## config.mk

```make
export PLATFORM = sky130hd
export DESIGN_NAME = complex_addsub_acc
export DESIGN_NICKNAME = d
export VERILOG_FILES = /design/src/rtl/complex_addsub_acc.sv
export SDC_FILE = /design/constraint.sdc
export NUM_CORES = 1
export LEC_CHECK = 0
export ABC_AREA = 0
export ABC_CLOCK_PERIOD_IN_PS = 8750
export CORE_UTILIZATION = 49
export DETAILED_ROUTE_END_ITERATION = 8
export HOLD_SLACK_MARGIN = 0.12
export PLACE_DENSITY_LB_ADDON = 0.25
export SETUP_SLACK_MARGIN = 0.5
export SYNTH_ARGS = -nofsm -noshare
export SYNTH_HDL_FRONTEND = slang
export SYNTH_SLANG_ARGS = --single-unit
```

## constraint.sdc

```tcl
create_clock -name clk -period 8.75 [get_ports clk]
set_input_delay 1.3125 -clock clk [delete_from_list [all_inputs] [get_ports clk]]
set_output_delay 1.3125 -clock clk [all_outputs]
set_load 0.1 [all_outputs]
```

## src/rtl/complex_addsub_acc.sv

```systemverilog
// Fixed-point complex add / subtract / conjugate-add unit with a
// running complex accumulator, joined stb/ack handshakes and sat/wrap.
module complex_addsub_acc #(
    parameter int WIDTH    = 32,
    parameter int GUARD    = 4,
    parameter bit SATURATE = 1'b1
) (
    input  logic             clk,
    input  logic             rst,
    input  logic [WIDTH-1:0] input_a_real,
    input  logic [WIDTH-1:0] input_a_imag,
    input  logic [WIDTH-1:0] input_b_real,
    input  logic [WIDTH-1:0] input_b_imag,
    input  logic [1:0]       input_op,
    input  logic             input_last,
    input  logic             input_stb,
    output logic             input_ack,
    output logic [WIDTH-1:0] output_z_real,
    output logic [WIDTH-1:0] output_z_imag,
    output logic             output_z_ovf,
    output logic             output_z_stb,
    input  logic             output_z_ack
);

    localparam int XW = WIDTH + GUARD;

    localparam logic [1:0] OP_ADD  = 2'd0;
    localparam logic [1:0] OP_SUB  = 2'd1;
    localparam logic [1:0] OP_CADD = 2'd2;
    localparam logic [1:0] OP_ACC  = 2'd3;

    localparam logic signed [XW-1:0] MAXV =
        {{(GUARD + 1){1'b0}}, {(WIDTH - 1){1'b1}}};
    localparam logic signed [XW-1:0] MINV =
        {{(GUARD + 1){1'b1}}, {(WIDTH - 1){1'b0}}};
    localparam logic [WIDTH-1:0] MAX_W = {1'b0, {(WIDTH - 1){1'b1}}};
    localparam logic [WIDTH-1:0] MIN_W = {1'b1, {(WIDTH - 1){1'b0}}};

    typedef enum logic [1:0] {
        GET  = 2'd0,
        CALC = 2'd1,
        PUT  = 2'd2
    } state_t;

    state_t state;

    logic signed [WIDTH-1:0] a_re, a_im, b_re, b_im;
    logic [1:0]              op;
    logic                    last;
    logic signed [XW-1:0]    acc_re, acc_im;
    logic                    acc_ovf;

    logic signed [WIDTH:0]   s_re, s_im;
    logic signed [XW-1:0]    ax_re, ax_im;
    logic signed [XW-1:0]    an_re, an_im;
    logic signed [XW-1:0]    rin_re, rin_im;
    logic                    add_ovf;
    logic [WIDTH:0]          red_re, red_im;

    // Range-reduce a wide value to WIDTH bits; MSB of result flags overflow
    function automatic logic [WIDTH:0] reduce(input logic signed [XW-1:0] v);
        logic             o;
        logic [WIDTH-1:0] r;
        o = (v > MAXV) || (v < MINV);
        r = v[WIDTH-1:0];
        if (o && SATURATE)
            r = v[XW-1] ? MIN_W : MAX_W;
        return {o, r};
    endfunction

    // Datapath: WIDTH+1 component sums, guarded accumulator add, reduction
    always_comb begin
        s_re    = (op == OP_SUB) ? (WIDTH+1)'(a_re) - (WIDTH+1)'(b_re)
                                 : (WIDTH+1)'(a_re) + (WIDTH+1)'(b_re);
        s_im    = (op == OP_ADD) ? (WIDTH+1)'(a_im) + (WIDTH+1)'(b_im)
                                 : (WIDTH+1)'(a_im) - (WIDTH+1)'(b_im);
        ax_re   = XW'(a_re);
        ax_im   = XW'(a_im);
        an_re   = acc_re + ax_re;
        an_im   = acc_im + ax_im;
        add_ovf = ((acc_re[XW-1] == ax_re[XW-1]) &&
                   (an_re[XW-1] != acc_re[XW-1])) ||
                  ((acc_im[XW-1] == ax_im[XW-1]) &&
                   (an_im[XW-1] != acc_im[XW-1]));
        rin_re  = (op == OP_ACC) ? an_re : XW'(s_re);
        rin_im  = (op == OP_ACC) ? an_im : XW'(s_im);
        red_re  = reduce(rin_re);
        red_im  = reduce(rin_im);
    end

    // Control FSM with registered handshake and result outputs
    always_ff @(posedge clk or posedge rst) begin
        if (rst) begin
            state         <= GET;
            input_ack     <= 1'b0;
            output_z_stb  <= 1'b0;
            output_z_real <= '0;
            output_z_imag <= '0;
            output_z_ovf  <= 1'b0;
            acc_re        <= '0;
            acc_im        <= '0;
            acc_ovf       <= 1'b0;
            a_re          <= '0;
            a_im          <= '0;
            b_re          <= '0;
            b_im          <= '0;
            op            <= OP_ADD;
            last          <= 1'b0;
        end else begin
            unique case (state)
                GET: begin
                    if (input_stb && input_ack) begin
                        a_re      <= input_a_real;
                        a_im      <= input_a_imag;
                        b_re      <= input_b_real;
                        b_im      <= input_b_imag;
                        op        <= input_op;
                        last      <= input_last;
                        input_ack <= 1'b0;
                        state     <= CALC;
                    end else begin
                        input_ack <= 1'b1;
                    end
                end
                CALC: begin
                    if (op == OP_ACC && !last) begin
                        acc_re    <= an_re;
                        acc_im    <= an_im;
                        acc_ovf   <= acc_ovf | add_ovf;
                        input_ack <= 1'b1;
                        state     <= GET;
                    end else if (op == OP_ACC) begin
                        output_z_real <= red_re[WIDTH-1:0];
                        output_z_imag <= red_im[WIDTH-1:0];
                        output_z_ovf  <= acc_ovf | add_ovf |
                                         red_re[WIDTH] | red_im[WIDTH];
                        acc_re        <= '0;
                        acc_im        <= '0;
                        acc_ovf       <= 1'b0;
                        output_z_stb  <= 1'b1;
                        state         <= PUT;
                    end else begin
                        output_z_real <= red_re[WIDTH-1:0];
                        output_z_imag <= red_im[WIDTH-1:0];
                        output_z_ovf  <= red_re[WIDTH] | red_im[WIDTH];
                        output_z_stb  <= 1'b1;
                        state         <= PUT;
                    end
                end
                PUT: begin
                    if (output_z_ack) begin
                        output_z_stb <= 1'b0;
                        input_ack    <= 1'b1;
                        state        <= GET;
                    end
                end
                default: begin
                    state <= GET;
                end
            endcase
        end
    end

endmodule

```

==> results.txt, run 1 <==
Horiz. Die Dim = 202 um
slowest CP cell = nand2_1
Post-synth ARST share = 100%
Worst Clk Skew = 0.0229 ns
DR vias/cell = 6.06
CTS tree = built
hold path cells = 2
post-synth cell types = 78
number of enable flip-flop cells after synthesis = 0
area grow syn2layout = 17.9%
Max-Cap Viols = 0
most frequently used flop master after synthesis = dfrtp_1
Clock Latency Late Sink = 0.56 ns
Tmin final = 6.33 ns
DP HPWL = 40600 um
Root Driver = clkbuf_16
setup total negative slack = 0 ns
core area = 39600 um^2
R2R setup slack = 2.42 ns
overall routed net length = 55700 um
most common cell after layout, fill and taps aside = dfrtp_1
Post-CTS Setup Repair Bufs = 0
Hold Path Origin = output_z_imag[31]
CTS sink cnt = 273
share of post-route cells with drive strength above 1 = 11.6%
register area share after synthesis = 34.7%
warnings from Yosys = 0
reg2reg path depth = 20
Pre-antenna DRT Iters = 5
Max Freq = 158 MHz
H-Tree Depth = 2
XOR/XNOR Fraction of Synth Area = 7.87%
HP Class = flop to flop
unrepaired setup endpoints after global routing = no
number of global-route vias before repair = 16800
#FFs+latches synth = 273
Die Ht = 202 um
Port Buffers = 201
total gr overflow = 0
most area-hungry cell type in the Yosys netlist = dfrtp_1
largest family of logic cells by synthesized area = compound AO/OA/AOI/OAI gates
area share of fa/ha/maj cells after synthesis = 9.31%
synthesized cell area = 19700 um^2
die area = 40900 um^2
status = complete, no violations
initial antenna violation count = 1
Final Max Slew Viols = 0
crit start category = flop
largest net degree at the start of global routing = 175
Mapped Avg Cell Area = 9.27 um^2
CP most frequent cell = nand2_1
Synth Area in Simple Gates = 13.3%
CTS buffer count = 35
Mapped Cells = 2123
Synth Area in Compound Gates = 23.9%
CP peak stage delay = 0.71 ns
DRC Markers = 0
final hold violations = 0
I/O pin count = 202
CTS Buffer Depth = 3
Max-slew headroom = 18.1%
critical path class = flop to flop
global-route wire length before repair = 90100 um
Synth top area share = 34.7%
CP endpoint kind = flop
maximum net fanout on the critical path = 29
Worst-path clk slew = 0.06 ns
CP required = 9.18 ns
Area contributors post-synth = dfrtp_1, ha_1, mux2_2, a21oi_1, xnor2_1
Final Worst Setup Slack = 2.42 ns
GPL Wtd Cong = 0.981
Nets = 2551
actual slew at the worst max-slew pin = 1.23 ns
Tcrit/Tclk final = 72.4%
Vias = 17100
Hold Path End = output_z_imag[31]
post-route ant nets = 0
hold buffers post-CTS = 0
drt wl/cell = 19.7 um
PostCTS Resize Cnt = 0
Tot GR Track Use = 27.4%
data arrival time of the worst path = 6.77 ns
most frequent cells in the layout = dfrtp_1, clkdlybuf4s50_1, a21oi_1, nor2_1, nand2_1
final setup fails = 0
Starting Density = 49.6%
Place WS = 2.57 ns
mux cell area share after synthesis = 7.75%
reg-to-reg endpoint = output_z_real[8]
syn nets = 2402
Initial DRC Count = 1185
reg-to-reg startpoint = b_re[5]
crit path cell chain = or4_1 > or3_1 > nor2b_1 > nand2b_1 > or4_1 > nor2_1 > and3_1 > nor2_1 > xnor2_1 > ha_1 > nand2_1 > nor4_1 > nand4_1 > nand2_1 > o21ai_0 > and4b_1 > a211oi_1 > o21a_1 > nand2_1 > o22a_1
num rows = 73
## worst max path at each step
stage	startpoint	slack, ns	cells past startpoint	to
2_1_floorplan	b_re[6]	3.74	23	output_z_real[0]
3_3_place_gp	b_re[6]	2.75	20	output_z_real[7]
3_5_place_dp	b_re[5]	2.57	20	output_z_real[28]
4_1_cts	b_re[5]	2.55	20	output_z_real[28]
5_1_grt	b_im[2]	1.95	19	output_z_imag[0]
6_report	b_re[5]	2.42	20	output_z_real[8]
## area by class of cell
class | instances | area (um^2)
Timing Repair Buffer | 217 | 2140
Antenna cell | 1 | 2.50
Tap cell | 525 | 657
Fill cell | 3510 | 16500
Clock inverter | 15 | 143
Inverter | 47 | 180
Sequential cell | 273 | 6830
Clock buffer | 46 | 947
Multi-Input combinational cell | 1698 | 12300
## critical path, delay by kind of cell (launching register included)
family / cells / cell delay [ns]
xor gates and xnor gates: 1 / 0.13
and+or+nand+nor: 14 / 3.95
adders and majority gates: 1 / 0.40
DFF: 1 / 0.41
AOI/OAI and AO/OA: 4 / 1.29
## metrics by stage
stage | instances | cell area, um^2 | util [%] | hold slack [ns]
after floorplan | 2123 | 19700 | - | 0.453
after global placement | 2760 | 22100 | 55.7 | 0.464
after detailed placement | 2760 | 22100 | 55.7 | 0.477
after CTS | 2821 | 23200 | 58.5 | 0.490
after global routing | 2821 | 23200 | 58.5 | 0.512
final | 2822 | 23200 | 58.5 | 0.481
## registers in the layout, indices dropped and copies added, names as in the netlist, 32 cells and up
register and count:
a_im 32, a_re 32, acc_im 36, acc_re 36, b_im 32, b_re 32
output_z_imag 32, output_z_real 32
## cell usage after synthesis, drive strengths merged, types with 4 or more instances
master	count
a2111oi	4
a211o	9
a211oi	24
a21boi	4
a21o	52
a21oi	208
a22o	57
a311oi	9
a31oi	22
and2	18
and3	9
buf	29
clkbuf	76
dfrtp	273
fa	4
ha	140
inv	47
mux2	131
mux2i	5
nand2	157
nand2b	33
nand3	31
nand3b	7
nand4	25
nor2	174
nor2b	11
nor3	24
nor3b	4
nor4	14
nor4b	6
o2111ai	6
o211ai	28
o21a	17
o21ai	140
o21bai	16
o22a	29
o22ai	7
o31ai	32
o41ai	5
or2	6
or3	12
or4	5
xnor2	94
xor2	80
## cell families (layout without fill, tap and decap cells)
| logic type | count (synthesis) | after routing |
|---|---|---|
| buffers and inverters | 152 | 325 |
| adder cells (fa/ha/maj) | 144 | 144 |
| AND/OR/NAND/NOR | 547 | 547 |
| multiplexers | 136 | 136 |
| other | 0 | 1 |
| AO/OA/AOI/OAI | 696 | 696 |
| flip-flops | 273 | 273 |
| XOR/XNOR | 175 | 175 |
## per-layer routing
layer	GRT usage (%)	vias up	share of wire [%]
met1	38.7	8316	46
met3	4.64	105	6.4
met5	0	-	0
li1	-	8136	-
met2	42.3	533	44
met4	9.67	0	2.8
Power of run 1 is left out: the tool's default activity adds up to more than one toggle a clock period on the data nets, which glitch-free logic cannot reach.
==> run 2: changes to the inputs <==
- ABC_CLOCK_PERIOD_IN_PS: 8750 -> 5900
- clock period: 8.75 -> 5.9 ns (I/O delays scaled with it)
==> run 2 against run 1 <==
Sequential cell count did not move. Cell area up 1.6%. Register-to-register slack worse by 1.8 ns. Non-clock buffer count rose by 14. Critical path depth up 3. Fmax increased by 20%. Worst setup slack worse by 1.8 ns. Via count up 1.1%. Global-route usage is 0.22 points lower. Critical endpoint is now output_z_real[20]. Critical path type unchanged. Count of clock-buffer cells in the layout up 2. Utilization is 0.93 points higher.
==> results.txt, run 2 (synthesized netlist as in run 1, its figures left out) <==
WL met2 = 25400 um
global-route wire length before repair = 89500 um
total gr overflow = 0
H-Tree Depth = 2
Worst Path Buf+Inv = 3
CTS Buffer Depth = 3
DRC Markers = 0
I/O pin count = 202
setup total negative slack = 0 ns
M1 WL = 25300 um
routed wl met3 = 3780 um
Clock Latency Late Sink = 0.55 ns
Vias = 17300
HP Class = flop to flop
share of post-route cells with drive strength above 1 = 13.2%
Tmin final = 5.27 ns
Hold Path Origin = output_z_imag[31]
DR vias/cell = 6.10
Initial DRC Count = 1146
Tot GR Track Use = 27.2%
Port Buffers = 201
Worst path top cell family by delay = simple AND/OR/NAND/NOR gates
CP required = 6.32 ns
GPL Wtd Cong = 0.993
CP most frequent cell = a21oi_1
die area = 40900 um^2
Horiz. Die Dim = 202 um
Final Max Slew Viols = 0
drt wl/cell = 19.8 um
Worst-path clk slew = 0.06 ns
crit path launch = b_re[5]
Starting Density = 49.6%
overall routed net length = 56100 um
final hold violations = 0
initial antenna violation count = 1
Top Registers = acc_im x36, acc_re x36
critical path class = flop to flop
post-route ant nets = 0
Pre-antenna DRT Iters = 5
slowest CP cell = or4_1
Non-Filler Instances = 2831
most frequent cells in the layout = dfrtp_1, clkdlybuf4s50_1, a21oi_1, nor2_1, nand2_1
CP endpoint kind = flop
core area = 39600 um^2
DP HPWL = 40800 um
Nets = 2564
crit path cell chain = or4_1 > or3_1 > nor2b_2 > nand2b_1 > or4_4 > nor2_4 > and3_2 > a21oi_1 > xnor2_1 > ha_2 > inv_1 > o21bai_1 > a21oi_1 > nor2_1 > a211oi_1 > o31ai_2 > mux2i_1 > buf_4 > nor2b_1 > o21a_1 > nand2_4 > clkbuf_16 > o22a_1
data arrival time of the worst path = 5.69 ns
CTS buffer count = 34
Max Freq = 190 MHz
placed insts = 2765
Tcrit/Tclk final = 89.3%
CTS sink cnt = 273
status = complete, no violations
area grow syn2layout = 19.8%
most common cell after layout, fill and taps aside = dfrtp_1
largest net degree at the start of global routing = 161
CP peak stage delay = 0.57 ns
Max-Cap Viols = 0
max layer used = met4
num rows = 73
Max-slew headroom = 16.9%
CTS tree = built
Root Driver = clkbuf_16
unrepaired setup endpoints after global routing = no
reg-to-reg startpoint = b_re[5]
maximum net fanout on the critical path = 7
Die Ht = 202 um
R2R setup slack = 0.63 ns
actual slew at the worst max-slew pin = 1.24 ns
Worst Clk Skew = 0.0174 ns
crit start category = flop
number of global-route vias before repair = 16800
final setup fails = 0
run 2: changes by cell type in the layout (fill, tap and decap cells not counted), sizes merged:
cell | before | now
clkbuf | 46 | 49
bufinv | 2 | 3
inv | 49 | 46
buf | 16 | 29
clkinvlp | 2 | 3
clkinv | 9 | 3
run 2: path summary, 6_finish.rpt:
kind                                      to  cells past startpoint
setup / recovery           output_z_real[20]                     23
hold / removal             output_z_imag[31]                      2
setup reg to reg           output_z_real[20]                     23
hold reg to reg            output_z_imag[31]                      2
max in group asynchronous            b_re[5]                      3
min in group asynchronous           b_im[29]                      2
run 2: layout make-up:
type	instances	area [um^2]
fill	3426	16100
multi-input combinational	1698	12400
sequential	273	6830
timing repair buffer	231	2320
clock buffer	48	1010
tap	525	657
inverter	47	180
clock inverter	8	120
antenna	1	2.50
run 2: repair_timing:
item | in CTS | in global routing
pin swaps | 2 | 7
cloned | 0 | 2
setup endpoints to repair | 39 | 63
gates resized for setup | 9 | 33
buffers inserted | 1 | 6
hold buffers | 0 | 0
run 2: per-stage QoR:
stage	hold WS (ns)	setup slack, ns	instance area, um^2	utilization [%]
4_1_cts	0.475	0.506	23300	58.9
2_1_floorplan	0.453	0.894	19700	-
3_3_place_gp	0.462	0.321	22200	55.9
6_report	0.467	0.629	23600	59.4
5_1_grt	0.511	0.401	23600	59.4
3_5_place_dp	0.462	0.128	22200	55.9
run 2: routing by layer:
metal / vias to the layer above / global-route usage (%)
met5: - / 0
met4: 0 / 9.72
met3: 112 / 4.82
met2: 570 / 42.9
met1: 8438 / 37.4
li1: 8151 / -
run 2: worst reg2reg max path, cell delays in order, from the launching register on:
cell,delay (ns)
dfrtp_1,0.41
or4_1,0.57
or3_1,0.38
nor2b_2,0.14
nand2b_1,0.08
or4_4,0.45
nor2_4,0.14
and3_2,0.25
a21oi_1,0.09
xnor2_1,0.19
ha_2,0.34
inv_1,0.12
o21bai_1,0.09
a21oi_1,0.20
nor2_1,0.07
a211oi_1,0.28
o31ai_2,0.13
mux2i_1,0.16
buf_4,0.15
nor2b_1,0.12
o21a_1,0.22
nand2_4,0.12
clkbuf_16,0.25
o22a_1,0.18
Power of run 2 is left out for the same reason.
